## src/rtl/hazard_ctrl_unit.sv

```systemverilog
// Hazard control for a 5-stage pipeline with one multi-cycle execution unit.
// Produces the EX operand forwarding selects, the ID stall (load-use,
// RAW on a pending multi-cycle result, structural on the multi-cycle unit),
// tracks the multi-cycle unit's occupancy and counts stalled cycles.
module hazard_ctrl_unit #(
  parameter int REG_AW = 5,
  parameter int MC_LAT = 4
) (
  input  logic              in_clk,
  input  logic              in_rst_n,
  input  logic              in_id_valid,
  input  logic [REG_AW-1:0] in_id_rs1,
  input  logic [REG_AW-1:0] in_id_rs2,
  input  logic              in_id_mc_op,
  input  logic [REG_AW-1:0] in_idex_rs1,
  input  logic [REG_AW-1:0] in_idex_rs2,
  input  logic [REG_AW-1:0] in_idex_rd,
  input  logic              in_idex_memread,
  input  logic              in_idex_mc_start,
  input  logic              in_exmem_regwrite,
  input  logic [REG_AW-1:0] in_exmem_rd,
  input  logic              in_memwb_regwrite,
  input  logic [REG_AW-1:0] in_memwb_rd,
  input  logic              in_perf_clr,
  output logic [1:0]        out_forwarda_sel,
  output logic [1:0]        out_forwardb_sel,
  output logic              out_stall,
  output logic              out_mc_busy,
  output logic              out_mc_wb_valid,
  output logic [REG_AW-1:0] out_mc_rd,
  output logic              out_mc_start_ack,
  output logic [15:0]       out_stall_cycles,
  output logic              out_dbg_state
);

  typedef enum logic {ST_IDLE = 1'b0, ST_RUN = 1'b1} mc_state_t;

  localparam logic [3:0]        CNT_LOAD = 4'(MC_LAT - 1);
  localparam logic [REG_AW-1:0] REG_ZERO = '0;

  mc_state_t         state_q, state_d;
  logic [3:0]        cnt_q, cnt_d;
  logic [REG_AW-1:0] rd_q, rd_d;
  logic              mc_counting;
  logic              load_use_haz;
  logic              raw_mc_haz;
  logic              struct_haz;
  logic [15:0]       stall_cnt_q;

  // Operand source for one EX operand; the younger EX/MEM result wins.
  function automatic logic [1:0] fwd_sel(input logic [REG_AW-1:0] rs);
    if (in_exmem_regwrite && (in_exmem_rd != REG_ZERO) && (in_exmem_rd == rs))
      return 2'b10;
    else if (in_memwb_regwrite && (in_memwb_rd != REG_ZERO) && (in_memwb_rd == rs))
      return 2'b01;
    else
      return 2'b00;
  endfunction

  // Forwarding selects, purely combinational from the pipeline registers.
  always_comb begin
    out_forwarda_sel = fwd_sel(in_idex_rs1);
    out_forwardb_sel = fwd_sel(in_idex_rs2);
  end

  // Multi-cycle state register; reset aborts any op in flight.
  always_ff @(posedge in_clk or negedge in_rst_n) begin
    if (!in_rst_n) begin
      state_q <= ST_IDLE;
      cnt_q   <= 4'd0;
      rd_q    <= REG_ZERO;
    end else begin
      state_q <= state_d;
      cnt_q   <= cnt_d;
      rd_q    <= rd_d;
    end
  end

  // Next-state: load on an accepted start, count down, retire at zero.
  always_comb begin
    state_d = state_q;
    cnt_d   = cnt_q;
    rd_d    = rd_q;
    if (out_mc_start_ack) begin
      state_d = ST_RUN;
      cnt_d   = CNT_LOAD;
      rd_d    = in_idex_rd;
    end else if (state_q == ST_RUN) begin
      if (cnt_q != 4'd0) cnt_d = cnt_q - 4'd1;
      else               state_d = ST_IDLE;
    end
  end

  // Outputs of the multi-cycle tracker.
  // Start handshake: in_idex_mc_start is a request held by EX; it is taken
  // only in the cycle out_mc_start_ack is high, which happens when the unit
  // is idle or is retiring its current op (cnt==0) that same cycle.
  // An unacknowledged request changes nothing.
  always_comb begin
    mc_counting      = (state_q == ST_RUN) && (cnt_q != 4'd0);
    out_mc_busy      = (state_q == ST_RUN);
    out_mc_wb_valid  = (state_q == ST_RUN) && (cnt_q == 4'd0);
    out_mc_start_ack = in_rst_n && in_idex_mc_start &&
                       ((state_q == ST_IDLE) || out_mc_wb_valid);
    out_mc_rd        = rd_q;
    out_dbg_state    = state_q;
  end

  // Stall sources; nothing stalls unless ID holds a live instruction.
  always_comb begin
    load_use_haz = in_id_valid && in_idex_memread && (in_idex_rd != REG_ZERO) &&
                   ((in_idex_rd == in_id_rs1) || (in_idex_rd == in_id_rs2));
    raw_mc_haz   = in_id_valid && mc_counting && (rd_q != REG_ZERO) &&
                   ((rd_q == in_id_rs1) || (rd_q == in_id_rs2));
    struct_haz   = in_id_valid && in_id_mc_op && (mc_counting || out_mc_start_ack);
    out_stall    = load_use_haz || raw_mc_haz || struct_haz;
  end

  // Saturating stall-cycle counter; clear takes priority.
  always_ff @(posedge in_clk or negedge in_rst_n) begin
    if (!in_rst_n)
      stall_cnt_q <= 16'd0;
    else if (in_perf_clr)
      stall_cnt_q <= 16'd0;
    else if (out_stall && (stall_cnt_q != 16'hFFFF))
      stall_cnt_q <= stall_cnt_q + 16'd1;
  end

  assign out_stall_cycles = stall_cnt_q;

endmodule
```

## config.mk

```make
export PLATFORM = sky130hd
export DESIGN_NAME = hazard_ctrl_unit
export DESIGN_NICKNAME = d
export VERILOG_FILES = /design/src/rtl/hazard_ctrl_unit.sv
export SDC_FILE = /design/constraint.sdc
export NUM_CORES = 1
export LEC_CHECK = 0
export ABC_AREA = 1
export BUFFER_PORTS_ARGS = -buffer_cell sky130_fd_sc_hd__buf_2
export CORE_MARGIN = 10
export CORE_UTILIZATION = 48
export DETAILED_ROUTE_END_ITERATION = 6
export PLACE_DENSITY = 0.85
export SETUP_SLACK_MARGIN = 0.2
export SKIP_LAST_GASP = 1
export SYNTH_ARGS = -nofsm -noshare
export SYNTH_HDL_FRONTEND = slang
export SYNTH_SLANG_ARGS = --single-unit
export TNS_END_PERCENT = 100
```

## constraint.sdc

```tcl
create_clock -name in_clk -period 4.62 [get_ports in_clk]
set_input_delay 0.924 -clock in_clk [delete_from_list [all_inputs] [get_ports in_clk]]
set_output_delay 0.924 -clock in_clk [all_outputs]
set_load 0.05 [all_outputs]
```

==> flow_summary.yaml <==
min_path:
  holdPathEnd: "cnt_q[2]$_DFFE_PN0P_"
  min_path_cells: 1
  hp-start: "cnt_q[2]$_DFFE_PN0P_"
  hold_path_class: "reg -> reg"
setup_path:
  worstPathMaxFanout: 18
  path_delay_family: "simple AND/OR/NAND/NOR gates"
  path_buf_inv: 2
  crit_slowest_cell: "dfrtp_1"
  crit_chain: "inv_1 > ha_1 > nand2_1 > nand2_1 > nand3_2 > nand2_1 > nand3_1 > nand3_2 > buf_2"
  rr_startpoint: "cnt_q[0]$_DFFE_PN0P_"
  reg2reg_depth: 11
  critical-path-max-stage-delay_ns: 0.38
  worstPathRequired_ns: 3.70
  reg2reg_slack_ns: 2.35
  critPathKind: "reg -> out"
  worst_setup_path_end_kind: "output port"
  timing.rr.end: "out_stall_cycles[3]$_DFFE_PN0P_"
  worst-endpoint-arrival_ns: 2.36
  cp-start-kind: "flip-flop"
  cp_common_cell: "nand2_1"
yosys:
  synth_area_per_cell_um2: 6.836
  synthArstFlopShare_pct: 100.0
  synth_area_mm2: 0.002181
  synth_seq_cells: 26
  synth_ff_type: "dfrtp_1"
  ys_seq_area_share_pct: 29.83
  synth.distinct_cells: 27
  ys.warnings.count: 0
  syn_nets: 366
  synth_edf_count: 0
  netlist_instances: 319
clock_tree:
  cts_setup_buffers: 0
  tritoncts: "yes"
  clk_path_buf_depth: 2
  ctsRootBufferMaster: "clkbuf_8"
  insertion_delay_ns: 0.27
  ctsResizeCount: 0
  hold_buffers: 0
  path_clk_slew_ns: 0.08
  htreeDepth: 1
  cts_buffers: 3
  clock_sinks: 26
global_routing:
  antenna_found_initial: 0
  grtUsageTotal_pct: 15.07
  grt-ovfl-total: 0
  grt_pass1_wl_um: 9880
  grt_max_degree: 33
  grt_pass1_vias: 2263
drt:
  wl_per_cell_um: 12.98
  first_pass_iters: 4
  drt_iter0_drc: 154
  ant_nets: 0
  avgViaCountPerCell: 5.100
  drc: 0
  num_vias: 2249
  routed_wl_um: 5726
cells_and_area:
  synthToLayoutAreaGrowth_pct: 20.54
  final_cell_mix: "nand2_1, buf_2, inv_1"
  antenna_cells: 0
  design_area_mm2: 0.002629
  final_common_cell: "nand2_1"
  seqCellArea_um2: 650.6
  multi_input_area_mm2: 0.001305
  n_fill_cell: 418
  fin_nets: 437
  drive_gt1_share_pct: 25.96
  postLayoutCoreUtil_pct: 59.96
power_and_ir_drop:
  power_frac_clock_pct: 15.5
  worst_ir_drop_vdd_v: 0.0004262
  p_sw_share_pct: 49.12
  switchingPower_mw: 0.4661
  power_leakage_nw: 1.560
  powerDensity_mw_per_mm2: 360.9
  seq_power_share_pct: 34.4
  p_comb_share_pct: 50.1
  internal_power_mw: 0.4827
timing:
  min_period_ns: 3.282
  worstMarginPinSlew_ns: 0.8789
  skew_ns: 0.005062
  rsz0062_at_grt: "false"
  finalHoldViolations: 0
  period_share_pct: 71.04
  fin_ws_ns: 1.338
  final.setup.tns_ns: 0
  slew_viol_final: 0
  max_freq_ghz: 0.3047
  final-setup-viol-count: 0
  slew_headroom_pct: 41.34
run:
  drv_cap: 0
placement:
  portBuffers: 73
  post-dp-hpwl_um: 4702
  place_area_mm2: 0.002574
  pre_cts_ws_ns: 1.469
  globalplace.congestion: 0.8616
run_status:
  status: "finished, final reports clean"
die:
  coreArea_mm2: 0.004384
  die_area_mm2: 0.007640
  fp.dieW_um: 87.41
  fp-row-count: 24
  pin_count: 74
  start_util_pct: 49.74
  die_h_um: 87.41
## final cells by class
class                   instances  share of cell area (%)
repair buffers                 74                   14.18
inverters                      48                   6.854
clock buffers                   4                   2.094
flip-flops and latches         26                   24.75
well taps                      52                   2.475
multi-input cells             237                   49.64
## synthesized netlist by cell type (5+ instances only)
master    n  share of area [%]
nand2_1  86                 15
inv_1    39                6.7
nand3_1  32                7.3
dfrtp_1  26                 30
nor2_1   24                4.1
nand4_1  21                6.0
xor2_1   21                8.4
xnor2_1  17                6.8
o21ai_0  10                2.3
inv_2     9                1.5
nor3_1    5                1.1
## per-layer routing
metal | up-vias | GRT usage [%] | part of all wire (%)
met1 | 1032 | 17.88 | 41
li1 | 1155 | - | -
met2 | 58 | 26.46 | 52
met4 | 0 | 3.478 | 0.87
met5 | - | 0 | 0
met3 | 4 | 3.652 | 6.3
## stage by stage
stage          total power, mW  instances  hold WS (ns)
2_1_floorplan           0.6836        319        0.4809
3_3_place_gp            0.7903        437        0.5168
3_5_place_dp            0.8102        437        0.5152
4_1_cts                 0.9563        441        0.5459
5_1_grt                  1.020        441        0.5860
6_report                0.9488        441        0.5487
## cell families (layout without fill, tap and decap cells)
group / after synthesis / after routing / share of synthesized area, %
adder cells (fa/ha/maj): 3 / 3 / 1.721
AO/OA/AOI/OAI: 12 / 12 / 3.098
XOR/XNOR: 38 / 38 / 15.26
buffers and inverters: 56 / 126 / 10.33
AND/OR/NAND/NOR: 184 / 184 / 39.76
flip-flops: 26 / 26 / 29.83
## registers in the layout, summed over array words and instances, names as in the netlist
| signal | cells |
|---|---|
| cnt_q | 4 |
| out_stall_cycles | 16 |
| out_mc_rd | 5 |
| out_dbg_state | 1 |
## worst max path at each step
stage                               from  cells past startpoint  slack (ns)                   to
floorplan                 in_exmem_rd[0]                      4        0.83  out_forwardb_sel[0]
global placement           in_idex_rd[2]                      8        1.49            out_stall
detailed placement        in_exmem_rd[0]                      6        1.47  out_forwardb_sel[0]
CTS                 cnt_q[0]$_DFFE_PN0P_                      9        1.32            out_stall
global route        cnt_q[0]$_DFFE_PN0P_                      9        1.10            out_stall
finish              cnt_q[0]$_DFFE_PN0P_                      9        1.34            out_stall
## power groups by stage
stage | Combinational (mW) | Sequential, mW | Clock (mW)
floorplan | 0.264 | 0.419 | 0
global placement | 0.463 | 0.328 | 0
detailed placement | 0.480 | 0.331 | 0
CTS | 0.480 | 0.327 | 0.149
global route | 0.524 | 0.336 | 0.159
finish | 0.476 | 0.326 | 0.147
No activity file was read; power rests on OpenSTA's default activity.
